<file path="src/rtl/decoder_pipe.sv">
// ---------------------------------------------------------------------------
// decoder_pipe
//
// Turns a binary index into a one-hot select vector. A 2-entry output buffer
// sits behind the decoder, with valid/ready handshakes on both sides. It is
// the inverse of the one-hot encoder. Typical uses are register-file write
// enables and ROB/issue-slot selects.
//
// The upstream ready signal comes only from registered state and reset. As a
// result, downstream backpressure never reaches index_ready_o through
// combinational logic.
//
// Indices >= NUM_WIRE decode to an all-zero vector and raise the err flag.
// This case can only happen when NUM_WIRE is not a power of two.
//
// Parameters
//   NUM_WIRE      number of one-hot output wires (>= 2, any value)
//   IDX_W         index width, derived from NUM_WIRE
//
// Ports
//   clk_i         clock, all state updates on the rising edge
//   rst_ni        synchronous active-low reset
//   index_i       binary index to decode
//   index_valid_i index_i is valid
//   index_ready_o block can accept an index this cycle
//   wire_o        one-hot vector of the head entry (zero when empty)
//   wire_err_o    head entry's index was out of range (zero when empty)
//   wire_valid_o  wire_o / wire_err_o are valid
//   wire_ready_i  downstream consumes the head entry this cycle
// ---------------------------------------------------------------------------
module decoder_pipe #(
  parameter  int NUM_WIRE = 16,
  localparam int IDX_W    = $clog2(NUM_WIRE)
) (
  input  logic                clk_i,
  input  logic                rst_ni,
  input  logic [IDX_W-1:0]    index_i,
  input  logic                index_valid_i,
  output logic                index_ready_o,
  output logic [NUM_WIRE-1:0] wire_o,
  output logic                wire_err_o,
  output logic                wire_valid_o,
  input  logic                wire_ready_i
);

  logic [NUM_WIRE-1:0] dec_wire;
  logic                dec_err;

  logic [NUM_WIRE-1:0] mem_wire_q [2];
  logic                mem_err_q  [2];
  logic                head_q;
  logic                tail_q;
  logic [1:0]          count_q;

  logic                push;
  logic                pop;

  // Decode the incoming index. Each wire compares against its own position.
  // Any index that matches no wire is, by construction, out of range. That
  // case leaves the vector at zero and keeps the error flag set.
  always_comb begin
    dec_wire = '0;
    dec_err  = 1'b1;
    for (int i = 0; i < NUM_WIRE; i++) begin
      if (index_i == IDX_W'(i)) begin
        dec_wire[i] = 1'b1;
        dec_err     = 1'b0;
      end
    end
  end

  // Ready is gated by reset so that nothing can be pushed during a reset
  // cycle, even though the buffer state is only cleared at the edge.
  assign index_ready_o = (count_q != 2'd2) && rst_ni;
  assign wire_valid_o  = (count_q != 2'd0);

  assign push = index_valid_i && index_ready_o;
  assign pop  = wire_valid_o && wire_ready_i;

  // Entries that have already been popped stay in storage. The output is
  // therefore gated with valid, which keeps an empty buffer reading as zero.
  assign wire_o     = wire_valid_o ? mem_wire_q[head_q] : '0;
  assign wire_err_o = wire_valid_o ? mem_err_q[head_q]  : 1'b0;

  // Buffer storage and bookkeeping.
  // A push writes the slot under the tail pointer. A pop advances the head.
  // Because the buffer has two slots, each pointer simply toggles.
  // The count absorbs a simultaneous push and pop unchanged. A reset discards
  // everything, including an entry that is being popped in the same cycle.
  always_ff @(posedge clk_i) begin
    if (!rst_ni) begin
      head_q  <= 1'b0;
      tail_q  <= 1'b0;
      count_q <= 2'd0;
      for (int e = 0; e < 2; e++) begin
        mem_wire_q[e] <= '0;
        mem_err_q[e]  <= 1'b0;
      end
    end else begin
      if (push) begin
        mem_wire_q[tail_q] <= dec_wire;
        mem_err_q[tail_q]  <= dec_err;
        tail_q             <= ~tail_q;
      end
      if (pop) begin
        head_q <= ~head_q;
      end
      case ({push, pop})
        2'b10:   count_q <= count_q + 2'd1;
        2'b01:   count_q <= count_q - 2'd1;
        default: count_q <= count_q;
      endcase
    end
  end

endmodule

</file>
<file path="config.mk">
export PLATFORM = sky130hd
export DESIGN_NAME = decoder_pipe
export DESIGN_NICKNAME = d
export VERILOG_FILES = /design/src/rtl/decoder_pipe.sv
export SDC_FILE = /design/constraint.sdc
export NUM_CORES = 1
export LEC_CHECK = 0
export ABC_AREA = 1
export BUFFER_PORTS_ARGS = -buffer_cell sky130_fd_sc_hd__buf_4
export CAP_MARGIN = 10
export CORE_AREA = 3 3 62 64
export DETAILED_ROUTE_END_ITERATION = 7
export DIE_AREA = 0 0 65 67
export PLACE_DENSITY_LB_ADDON = 0.12
export SLEW_MARGIN = 10
export SYNTH_ARGS = -nofsm -noshare
export SYNTH_HDL_FRONTEND = slang
export SYNTH_SLANG_ARGS = --single-unit
</file>
<file path="constraint.sdc">
create_clock -name clk_i -period 2.4 [get_ports clk_i]
set_clock_uncertainty 0.2 [all_clocks]
set_input_delay 0.24 -clock clk_i [delete_from_list [all_inputs] [get_ports clk_i]]
set_output_delay 0.24 -clock clk_i [all_outputs]
set_load 0.01 [all_outputs]
</file>
## Word-level counts from Yosys, hierarchy flattened

Memories as Yosys holds them, arrays and structs flattened. A register that Yosys moved wholly into a read port is not among the register bits.
Cells that the tools add are included.

- Flip-flop bits (word level): 4
- Memory bits (writable): 34
- Input bits: 8
- Output and inout bits: 19
- Word-level logic and storage cells: 84
- Memories kept: 2

Memories:

| memory | depth | width | rd ports | clocked after Yosys merged registers in | write ports | RTL line | RTL |
|---|---|---|---|---|---|---|---|
| mem_wire_q | 2 | 16 | 1 | 1 | 2 | 49 | `logic [NUM_WIRE-1:0] mem_wire_q [2];` |
| mem_err_q | 2 | 1 | 1 | 1 | 2 | 50 | `logic mem_err_q [2];` |

- $add $sub $neg: 2
- Eq/ne operators: 18
- Multiplexer cells: 49
- Bitwise operators: 2
- Reduce and logical (&&, ||, !) cells: 8

Operators with widths:

| cell | number |
|---|---|
| $mux 1 | 46 |
| $eq 4x4->1 const B | 8 |
| $mux 16 | 2 |
| $eq 4x3->1 const B | 4 |
| $reduce_or 16->1 | 1 |
| $eq 4x2->1 const B | 2 |
| $eq 4x1->1 const B | 1 |
| $logic_not 4->1 | 1 |
| $pmux 2 s2 | 1 |
| $reduce_bool 2->1 | 2 |
| $logic_and 1x1->1 | 3 |
| $add 2x1->2 const B | 1 |
| $eq 2x1->1 const B | 1 |
| $eq 2x2->1 const B | 1 |
| $ne 2x2->1 const B | 1 |
| $not 1->1 | 2 |
| $sub 2x1->2 const B | 1 |
| $reduce_or 1->1 | 1 |

## Longest topological paths before layout

Gate-level depths: netlist of the first run.

- Word-level depth: 18
- Depth in mapped cells: 9
- Mapped depth without buffers: 9

## Least setup slack after synthesis of the first run

Ideal clock, no wire load.

- Kind: reg2reg
- From: register count_q[0]
- To: memory mem_wire_q[0][0] (enable)
- Library setup time: 0.372 ns
- Data arrival time: 1.208 ns
- Required time: 1.828 ns
- Slack: 0.621 ns
- Cell stages (with the launch flop): 6
- Buffers on the path: 1
- Period minus slack after synthesis: 1.779 ns
- Cells stage by stage: dfxtp_1 inv_2 nand2_2 nand4_4 buf_6 nand2_1

RTL lines:

| element | RTL line | RTL |
|---|---|---|
| start, declared | 53 | `logic [1:0] count_q;` |
| start signal, assigned | 109 | `2'b10: count_q <= count_q + 2'd1;` |
| start signal, assigned | 110 | `2'b01: count_q <= count_q - 2'd1;` |
| start signal, assigned | 111 | `default: count_q <= count_q;` |
| end, declared | 49 |  |

==> metrics.md, run 1 <==
| Metric | Value |
|---|---|
| Area enclosed by the die boundary | `0.00436 mm2` |
| Total grt overflow | `0` |
| Die X-Extent | `65 um` |
| Proportion of synthesized chip area in sequential cells | `60.7%` |
| Routed WL per cell | `13.4 um` |
| Synth Instances | `199` |
| Wire length of the first global-routing pass | `6230 um` |
| Placer's final routability congestion estimate | `0.798` |
| Total routing resource utilization after global routing | `19.6%` |
| Proportion of netlist area held by the largest area contributor | `53.0%` |
| Synthesized Nets | `208` |
| Number of max-slew violations in the final report | `0` |
| Capturing element type of the critical path | `output pin` |
| Leading area contributor after synthesis | `sky130_fd_sc_hd__edfxtp_1` |
| Count of endpoints failing setup in the final report | `0` |
| Cell chosen for the clock root | `sky130_fd_sc_hd__clkbuf_4` |
| Flip-flop and latch count after synthesis | `39` |
| Synth unique cells | `19` |
| Critical Path Source Type | `flop` |
| Average cell area after synthesis | `9.11 um2` |
| Number of global-route vias before repair | `1392` |
| 1st-iter DRT viols | `42` |
| Highest net fanout along the worst path | `17` |
| Leakage Power | `0.849 nW` |
| Max Clk Rate | `0.505 GHz` |
| Num rows | `21` |
| Maximum vdd ir drop | `357 uV` |
| Maximum number of buffers from clock root to sink | `2` |
| Worst setup path category | `reg -> out` |
| Fraction of the cycle the final worst path needs | `82.5%` |
| H-tree levels | `2` |
| Slew at the pin closest to its max-slew limit | `0.484 ns` |
| Worst-skew pair later-pin latency | `0.35 ns` |
| Number of diodes | `0` |
| Count of nets after finishing | `239` |
| Result of the run | `finished, final reports clean` |
| Half-perimeter wire length after detailed placement | `2640 um` |
| Cell area after synthesis | `0.00181 mm2` |
| Number of buffers inserted to repair setup after CTS | `0` |
| Iteration count of the initial detailed-routing pass | `4` |
| DRC viols | `0` |
| Via-to-Cell Ratio | `5.04` |
| CTS Sinks | `39` |
| Tmin final | `1.98 ns` |
| Number of violations of the max-capacitance limit | `0` |
| Final hold violation count | `0` |
| Hold/Removal Path Class | `in -> reg` |
| Top cells by area in the synthesized netlist | `sky130_fd_sc_hd__edfxtp_1 53%, sky130_fd_sc_hd__nand2_1 13%, sky130_fd_sc_hd__nor2_1 9.3%` |
| Core Area | `0.00334 mm2` |
| Post-DRT Antenna Nets | `0` |
| Routed Wire Length | `3700 um` |
| CTS clock-pin slew for the worst setup and hold paths | `0.10 ns` |
| Clock tree from TritonCTS | `done` |
| Non-filler instance count after layout | `276` |
| CTS buffer count | `5` |
| Setup_tns | `0 ns` |
| Worst endpoint required time | `1.96 ns` |
| Io pins | `27` |
| Fraction of final layout cells sized beyond drive strength 1 | `18.7%` |
| Initial core utilization | `54.3%` |
| Critical path data arrival time | `1.54 ns` |
| Number of antenna violations at the first check in global routing | `0` |
| Areal power density over the cells | `677 mW/mm2` |
| Layout area overhead | `15.9%` |
| Largest net degree at the start of global routing | `19` |
| RSZ-0062 raised after global routing | `no` |
| Worst max-slew margin expressed relative to the limit | `67.5%` |
| Yosys Warn Count | `0` |
| Cell Count Post-Placement | `268` |
| Die span in y | `67 um` |
| Number of buffer cells added on primary ports | `26` |
| Total number of vias | `1392` |
## routing by layer
metal	share of wire, %	GRT usage, %	vias up
met1	41	21.9	649
met3	5.2	5.73	5
met2	53	35.4	38
met4	1.5	7.12	0
met5	0	0	-
li1	-	-	700
## power breakdown
part | switching (mW) | leakage (nW) | internal (mW)
Clock | 0.203 | 0.0285 | 0.104
Sequential | 0.0207 | 0.393 | 0.775
Combinational | 0.203 | 0.427 | 0.118
## metrics by stage
stage | cell area, um2 | total power, mW | hold WS [ns] | setup slack, ns | utilization (%)
floorplan | 1810 | 1.00 | 0.236 | 0.621 | -
global placement | 2050 | 1.12 | 0.246 | 0.568 | 61.3
detailed placement | 2050 | 1.13 | 0.257 | 0.503 | 61.3
CTS | 2100 | 1.43 | 0.106 | 0.406 | 63.0
global route | 2100 | 1.50 | 0.123 | 0.221 | 63.0
finish | 2100 | 1.42 | 0.116 | 0.420 | 63.0
## registers in the layout, summed over array words and instances (netlist names), named ones only
register,cells
mem_wire_q,32
mem_err_q,2
head_q,1
count_q,2
tail_q,1
## cells in the final DEF (no fill, tap or decap), drive strengths merged
| master | count |
|---|---|
| nand2 | 62 |
| nor2 | 48 |
| edfxtp | 32 |
| buf | 30 |
| a21oi | 18 |
| inv | 15 |
| dfxtp | 7 |
| clkbuf | 5 |
| nand3 | 3 |
| clkinv | 3 |
| nand4 | 3 |
| a21boi | 1 |
| o21ai | 1 |
| ha | 1 |
| dlygate4sd3 | 1 |
## logic make-up after synthesis
kind of cell / share of synthesized area, %
buffers and inverters: 6.07
AND/OR/NAND/NOR: 26.8
flip-flops: 60.7
AO/OA/AOI/OAI: 5.66
adder cells (fa/ha/maj): 0.690
## cell usage after synthesis
library cell / count
sky130_fd_sc_hd__nand2_1: 61
sky130_fd_sc_hd__nor2_1: 45
sky130_fd_sc_hd__edfxtp_1: 32
sky130_fd_sc_hd__a21oi_1: 18
sky130_fd_sc_hd__inv_1: 14
sky130_fd_sc_hd__dfxtp_1: 7
sky130_fd_sc_hd__buf_2: 4
sky130_fd_sc_hd__nand3_1: 3
sky130_fd_sc_hd__nor2_2: 3
sky130_fd_sc_hd__buf_6: 2
sky130_fd_sc_hd__nand4_4: 2
sky130_fd_sc_hd__a21boi_0: 1
sky130_fd_sc_hd__buf_4: 1
sky130_fd_sc_hd__clkinv_1: 1
sky130_fd_sc_hd__ha_1: 1
sky130_fd_sc_hd__inv_2: 1
sky130_fd_sc_hd__nand2_2: 1
sky130_fd_sc_hd__nand4_1: 1
sky130_fd_sc_hd__o21ai_0: 1
## critical path, stage by stage, from the launching register on
cell                       delay (ns)
sky130_fd_sc_hd__dfxtp_1         0.34
sky130_fd_sc_hd__clkinv_1        0.40
sky130_fd_sc_hd__nand2_1         0.22
sky130_fd_sc_hd__a21oi_1         0.08
sky130_fd_sc_hd__buf_4           0.15
## area by class of cell
| class | instances | area (um2) |
|---|---|---|
| Tap cell | 46 | 57.6 |
| Timing Repair Buffer | 31 | 235 |
| Fill cell | 310 | 1230 |
| Sequential cell | 39 | 1100 |
| Multi-Input combinational cell | 137 | 602 |
| Clock inverter | 2 | 8.76 |
| Clock buffer | 5 | 37.5 |
| Inverter | 16 | 60.1 |
## path summary, 6_finish.rpt
kind,from,endpoint,slack [ns],depth (start not counted)
setup / recovery,flop,wire_o[10],0.42,4
hold / removal,wire_ready_i,flop,0.12,5
setup reg to reg,count_q[0]$_SDFFE_PN0P_,mem_wire_q[1][14]$_SDFFCE_PN0P_,0.49,5
hold reg to reg,mem_err_q[1]$_DFF_P_,mem_err_q[1]$_DFF_P_,0.28,2
## timing repair
action / 4_1_cts / 5_1_grt
endpoints found under the hold margin: 1 / 0
hold buffers: 1 / 0
resized for setup: 0 / 0
(Power assumes the default switching activity.)
==> inputs of run 2 (changes only) <==
- clock period: 2.4 -> 1.9 ns (I/O delays scaled with it)
==> metrics.md, run 2 (synthesis results as in run 1) <==
| Metric | Value |
|---|---|
| Tightest hold margin | `0.0644 ns (-0.0518 ns)` |
| Maximum vdd ir drop | `522 uV (+46%)` |
| Die span in y | `67 um (unchanged)` |
| Worst endpoint required time | `1.51 ns (-0.45 ns)` |
| Wire length of the first global-routing pass | `5940 um (-4.7%)` |
| Cell depth of the worst hold path | `5 (unchanged)` |
| Total routing resource utilization after global routing | `18.1% (-1.6 points)` |
| CTS clock-pin slew for the worst setup and hold paths | `0.11 ns (about the same)` |
| Cell chosen for the clock root | `sky130_fd_sc_hd__clkbuf_4` |
| Layout area overhead | `17.4%` |
| Post-DRT Antenna Nets | `0 (unchanged)` |
| Registers with the highest flip-flop counts | `mem_wire_q (32), count_q (2), mem_err_q (2)` |
| Die X-Extent | `65 um (unchanged)` |
| RSZ-0062 raised after global routing | `no` |
| CTS Sinks | `39 (unchanged)` |
| Num rows | `21 (unchanged)` |
| Worst max-slew margin expressed relative to the limit | `79.4% (+12 points)` |
| Number of diodes | `0 (unchanged)` |
| Via-to-Cell Ratio | `4.98 (-1.2%)` |
| Launching element of the worst setup path | `count_q[1]$_SDFFE_PN0P_` |
| Number of max-slew violations in the final report | `0 (unchanged)` |
| Area of the multi-input gates | `602 um2 (unchanged)` |
| Terminating pin of the worst hold path | `head_q$_SDFFE_PN0P_` |
| Clock share of power | `21.5% (about the same)` |
| Capturing element type of the critical path | `output pin` |
| Worst-skew pair later-pin latency | `0.34 ns (about the same)` |
| 1st-iter DRT viols | `76 (+81%)` |
| Area enclosed by the die boundary | `0.00436 mm2 (unchanged)` |
| Largest register FFs | `32 (unchanged)` |
| Fraction of the cycle the final worst path needs | `92.5%` |
| Part of the power in registers | `55.7% (-0.2 points)` |
| Commonest non-fill, non-tap cell in the layout | `sky130_fd_sc_hd__nand2_1` |
| Detailed-routing wirelength on met1 | `1540 um (+2.3%)` |
| Tmin final | `1.76 ns` |
| Initial core utilization | `54.3% (unchanged)` |
| Internal power component | `1.27 mW (+27%)` |
| Detailed route wirelength on metal3 | `117 um (-39%)` |
| Placer's final routability congestion estimate | `0.777 (-2.6%)` |
| Hold/Removal Path Class | `in -> reg` |
| Critical Path Source Type | `flop` |
| Leakage Power | `0.862 nW (+1.5%)` |
| Routed WL per cell | `13.2 um (-1.8%)` |
| Number of antenna violations at the first check in global routing | `0 (unchanged)` |
| DRC viols | `0 (unchanged)` |
| Core Area | `0.00334 mm2 (unchanged)` |
| Logic pwr share | `22.8% (+0.3 points)` |
| Cells on worst reg2reg path | `9 (+4)` |
| Clock tree from TritonCTS | `done` |
| Routed Wire Length | `3680 um (-0.38%)` |
| Number of global-route vias before repair | `1387 (-0.36%)` |
| Origin of the worst min-delay path | `wire_ready_i` |
| Iteration count of the initial detailed-routing pass | `4 (unchanged)` |
| Endpoint of the worst register-to-register path | `count_q[1]$_SDFFE_PN0P_` |
| Met2 Wirelength | `1980 um (+2.1%)` |
| CTS buffer count | `5 (unchanged)` |
| Switching pwr | `536 uW (+26%)` |
| Count of nets after finishing | `242 (+1.3%)` |
| Maximum number of buffers from clock root to sink | `2 (unchanged)` |
| Final hold violation count | `0 (unchanged)` |
| Io pins | `27 (unchanged)` |
| Total grt overflow | `0 (unchanged)` |
| Half-perimeter wire length after detailed placement | `2560 um (-3.0%)` |
| Highest net fanout along the worst path | `18 (+1)` |
| R2R Path Start | `count_q[0]$_SDFFE_PN0P_` |
| Worst setup path category | `reg -> out` |
| Fraction of final layout cells sized beyond drive strength 1 | `19.7% (+0.96 points)` |
| Areal power density over the cells | `849 mW/mm2 (+25%)` |
| Commonest non-fill, non-tap cells in the layout | `61 x sky130_fd_sc_hd__nand2_1, 45 x sky130_fd_sc_hd__nor2_1, 33 x sky130_fd_sc_hd__buf_4` |
| Fill cell total of the finished layout | `305 (-1.6%)` |
| Setup_tns | `0 ns (unchanged)` |
| Largest net degree at the start of global routing | `19 (unchanged)` |
| Reg area | `0.00110 mm2 (unchanged)` |
| DP Worst Slack | `0.204 ns (-0.299 ns)` |
| Top reg by flops | `mem_wire_q` |
| Number of violations of the max-capacitance limit | `0 (unchanged)` |
| Number of buffer cells added on primary ports | `26 (unchanged)` |
| Switching part of the total power | `29.7% (-0.29 points)` |
| Max Clk Rate | `0.569 GHz` |
| Fin worst setup slack | `0.142 ns (-0.278 ns)` |
| H-tree levels | `2 (unchanged)` |
| Final Total Pwr | `1.81 mW (+27%)` |
| Total number of vias | `1395 (+0.22%)` |
| Top layer used by detailed routing | `met4` |
| Critical path data arrival time | `1.37 ns (-0.17 ns)` |
| Slew at the pin closest to its max-slew limit | `0.308 ns (-0.176 ns)` |
| Result of the run | `finished, final reports clean` |
| Count of endpoints failing setup in the final report | `0 (unchanged)` |
| Minimum setup slack among reg-to-reg paths | `0.19 ns (-0.30 ns)` |
[run 2: power by group through the flow]
stage / Combinational, mW / Clock, mW / Sequential (mW)
3_5_place_dp: 0.418 / 0 / 1.02
5_1_grt: 0.462 / 0.425 / 1.01
6_report: 0.412 / 0.388 / 1.01
2_1_floorplan: 0.248 / 0 / 1.02
3_3_place_gp: 0.401 / 0 / 1.02
4_1_cts: 0.420 / 0.399 / 1.01
[run 2: worst max path at each step]
stage / end / cells after the start
CTS: wire_o[14] / 4
floorplan: mem_wire_q[0][0]$_SDFFCE_PN0P_ / 5
global placement: count_q[1]$_SDFFE_PN0P_ / 9
detailed placement: count_q[1]$_SDFFE_PN0P_ / 9
finish: wire_o[8] / 4
global route: wire_o[8] / 4
[run 2: area by class of cell]
class | instances | share of cell area [%]
clock buffer | 6 | 1.94
clock inverter | 2 | 0.353
inverter | 16 | 2.88
multi-input combinational | 137 | 28.3
sequential | 39 | 51.7
tap | 46 | 2.70
timing repair buffer | 34 | 12.1
[run 2: critical path, stage by stage (launching register included)]
cell	delay, ns
sky130_fd_sc_hd__dfxtp_1	0.44
sky130_fd_sc_hd__nor2_2	0.08
sky130_fd_sc_hd__buf_4	0.20
sky130_fd_sc_hd__a21oi_1	0.16
sky130_fd_sc_hd__buf_4	0.15
[run 2: layer usage]
metal	track usage [%]	vias to the layer above
li1	-	708
met1	20.7	656
met2	34.5	24
met3	3.04	7
met4	4.75	0
met5	0	-
[run 2: timing repair]
item	4_1_cts	5_1_grt
hold endpoints to repair	5	0
gates resized for setup	1	0
setup buffers	0	0
setup endpoints to repair	17	0
hold buffers	1	0
[run 2: through the flow]
stage	utilization, %	std cells	area, um2
2_1_floorplan	-	199	1810
3_3_place_gp	62.0	271	2070
3_5_place_dp	62.0	271	2070
4_1_cts	63.8	280	2130
5_1_grt	63.8	280	2130
6_report	63.8	280	2130
==> inputs of run 3 (changes only) <==
- GPL_TIMING_DRIVEN: not set -> 0
- RECOVER_POWER: not set -> 50
==> metrics.md, run 3 (synthesis results as in run 1) <==
| Metric | Value |
|---|---|
| R2R Path Start | `count_q[0]$_SDFFE_PN0P_` |
| Worst max-slew margin expressed relative to the limit | `70.8% (-8.6 points)` |
| Cell Count Post-Placement | `271 (unchanged)` |
| Num rows | `21 (unchanged)` |
| CTS clock-pin slew for the worst setup and hold paths | `0.10 ns (about the same)` |
| Post-DRT Antenna Nets | `0 (unchanged)` |
| Half-perimeter wire length after detailed placement | `2560 um (+0.19%)` |
| Cell depth of the worst hold path | `5 (unchanged)` |
| Critical Path Source Type | `flop` |
| Total number of vias | `1404 (+0.65%)` |
| Minimum setup slack among reg-to-reg paths | `0.16 ns (-0.03 ns)` |
| Worst-skew pair later-pin latency | `0.34 ns (about the same)` |
| Met2 Wirelength | `1920 um (-3.1%)` |
| Result of the run | `finished, final reports clean` |
| Via-to-Cell Ratio | `5.00 (+0.29%)` |
| Hold/Removal Path Class | `in -> reg` |
| Top layer used by detailed routing | `met4` |
| 1st-iter DRT viols | `53 (-30%)` |
| Count of endpoints failing setup in the final report | `0 (unchanged)` |
| Max Clk Rate | `0.567 GHz (-0.41%)` |
| CTS Sinks | `39 (unchanged)` |
| Cell chosen for the clock root | `sky130_fd_sc_hd__clkbuf_4` |
| Detailed-routing wirelength on met1 | `1470 um (-4.5%)` |
| Number of diodes | `0 (unchanged)` |
| Die span in y | `67 um (unchanged)` |
| Worst setup path category | `reg -> out` |
| Commonest non-fill, non-tap cell in the layout | `sky130_fd_sc_hd__nand2_1` |
| Highest net fanout along the worst path | `10 (-8)` |
| Slew at the pin closest to its max-slew limit | `0.436 ns (+0.128 ns)` |
| Placer's final routability congestion estimate | `0.767 (-1.3%)` |
| Largest register FFs | `32 (unchanged)` |
| Final Total Pwr | `1.84 mW (+2.1%)` |
| Number of violations of the max-capacitance limit | `0 (unchanged)` |
| CTS buffer count | `5 (unchanged)` |
| Clock tree from TritonCTS | `done` |
| Total routing resource utilization after global routing | `19.2% (+1.1 points)` |
| Number of buffer cells added on primary ports | `26 (unchanged)` |
| Total of hold buffers inserted after clock tree synthesis | `0 (-1)` |
| Count of nets after finishing | `243 (+0.41%)` |
| Wire length of the first global-routing pass | `6200 um (+4.3%)` |
| Top reg by flops | `mem_wire_q` |
| Layout area overhead | `18.7%` |
| Detailed route wirelength on metal3 | `294 um (+150%)` |
| DP Area | `0.00207 mm2 (-0.12%)` |
| Capturing element type of the critical path | `output pin` |
| Non-filler instance count after layout | `281 (+0.36%)` |
| Fraction of final layout cells sized beyond drive strength 1 | `20.4% (+0.77 points)` |
| Routed Wire Length | `3740 um (+1.5%)` |
| Die X-Extent | `65 um (unchanged)` |
| Area enclosed by the die boundary | `0.00436 mm2 (unchanged)` |
| Maximum number of buffers from clock root to sink | `2 (unchanged)` |
| Largest net degree at the start of global routing | `18 (-1)` |
| RSZ-0062 raised after global routing | `no` |
| Endpoint of the worst register-to-register path | `mem_wire_q[1][15]$_SDFFCE_PN0P_` |
| Fill cell total of the finished layout | `304 (-0.33%)` |
| Core Area | `0.00334 mm2 (unchanged)` |
| Routed WL per cell | `13.3 um (+1.2%)` |
| Critical path data arrival time | `1.38 ns (about the same)` |
| Commonest non-fill, non-tap cells in the layout | `59 x sky130_fd_sc_hd__nand2_1, 46 x sky130_fd_sc_hd__nor2_1, 32 x sky130_fd_sc_hd__edfxtp_1` |
| Fraction of the cycle the final worst path needs | `92.9% (+0.38 points)` |
| Tmin final | `1.77 ns (+0.00729 ns)` |
| Final std cell area, no fill | `0.00215 mm2 (+1.1%)` |
| Terminating pin of the worst hold path | `tail_q$_SDFFE_PN0P_` |
| DRC viols | `0 (unchanged)` |
| Cells on worst reg2reg path | `4 (-5)` |
| Origin of the worst min-delay path | `index_valid_i` |
| Initial core utilization | `54.3% (unchanged)` |
| Total grt overflow | `0 (unchanged)` |
| Final core occ | `64.5% (+0.71 points)` |
| Number of global-route vias before repair | `1360 (-1.9%)` |
| Leakage Power | `0.871 nW (+1.1%)` |
| Number of antenna violations at the first check in global routing | `0 (unchanged)` |
| Number of max-slew violations in the final report | `0 (unchanged)` |
| Areal power density over the cells | `857 mW/mm2 (+1.0%)` |
| Maximum vdd ir drop | `683 uV (+31%)` |
| Worst endpoint required time | `1.51 ns (about the same)` |
| Io pins | `27 (unchanged)` |
| Iteration count of the initial detailed-routing pass | `4 (unchanged)` |
| Registers with the highest flip-flop counts | `mem_wire_q (32), count_q (2), mem_err_q (2)` |
| H-tree levels | `2 (unchanged)` |
| Final hold violation count | `0 (unchanged)` |
==> run 3: cell count changes in the layout (fill, tap and decap cells not counted), moves of 2 or more <==
cell and change:
sky130_fd_sc_hd__nor2_2 -2, sky130_fd_sc_hd__buf_6 +2, sky130_fd_sc_hd__nand2_1 -2, sky130_fd_sc_hd__buf_4 -2
==> run 3: cell type report <==
| class | instances | area (um2) | share of cell area [%] |
|---|---|---|---|
| Buffer | 6 | 50.0 | 2.33 |
| Timing Repair Buffer | 29 | 214 | 9.94 |
| Multi-Input combinational cell | 137 | 614 | 28.5 |
| Tap cell | 46 | 57.6 | 2.67 |
| Clock inverter | 2 | 7.51 | 0.349 |
| Sequential cell | 39 | 1100 | 51.2 |
| Inverter | 16 | 65.1 | 3.02 |
| Clock buffer | 6 | 41.3 | 1.92 |
==> run 3: what timing repair did <==
| action | 4_1_cts | 5_1_grt |
|---|---|---|
| endpoints found under the hold margin | 0 | 0 |
| setup buffers | 0 | 3 |
| setup endpoints to repair | 46 | 15 |
| pin swaps | 0 | 1 |
| resized for setup | 9 | 2 |
==> run 3: worst max-delay path by stage <==
| stage | end | slack [ns] | cells after the start | startpoint |
|---|---|---|---|---|
| 2_1_floorplan | mem_wire_q[0][0]$_SDFFCE_PN0P_ | 0.12 | 5 | count_q[0]$_SDFFE_PN0P_ |
| 3_3_place_gp | mem_wire_q[0][5]$_SDFFCE_PN0P_ | -0.14 | 5 | count_q[0]$_SDFFE_PN0P_ |
| 3_5_place_dp | mem_wire_q[0][5]$_SDFFCE_PN0P_ | -0.20 | 5 | count_q[0]$_SDFFE_PN0P_ |
| 4_1_cts | wire_o[9] | 0.05 | 4 | count_q[1]$_SDFFE_PN0P_ |
| 5_1_grt | wire_o[12] | 0.02 | 5 | flop |
| 6_report | wire_o[9] | 0.13 | 4 | count_q[1]$_SDFFE_PN0P_ |
==> run 3: layer usage <==
metal,vias to the layer above,track usage (%)
li1,712,-
met1,634,23.1
met2,54,33.7
met3,4,4.55
met4,0,6.07
met5,-,0
==> run 3: metrics by stage <==
step	hold slack [ns]	setup WS [ns]	TNS [ns]
3_5_place_dp	0.260	-0.200	-4.69
2_1_floorplan	0.236	0.121	0
5_1_grt	0.0998	0.0178	0
6_report	0.0676	0.135	0
3_3_place_gp	0.247	-0.142	-3.12
4_1_cts	0.0645	0.0500	0
==> run 3: worst max-delay path, stage by stage (launching register included) <==
cell and delay [ns]:
sky130_fd_sc_hd__dfxtp_1 0.47, sky130_fd_sc_hd__nor2_4 0.10, sky130_fd_sc_hd__buf_4 0.19, sky130_fd_sc_hd__a21oi_1 0.13, sky130_fd_sc_hd__buf_4 0.14
==> run 3: power by group <==
part,internal [mW],switching (mW)
Clock,0.137,0.253
Sequential,0.980,0.0267
Combinational,0.180,0.268
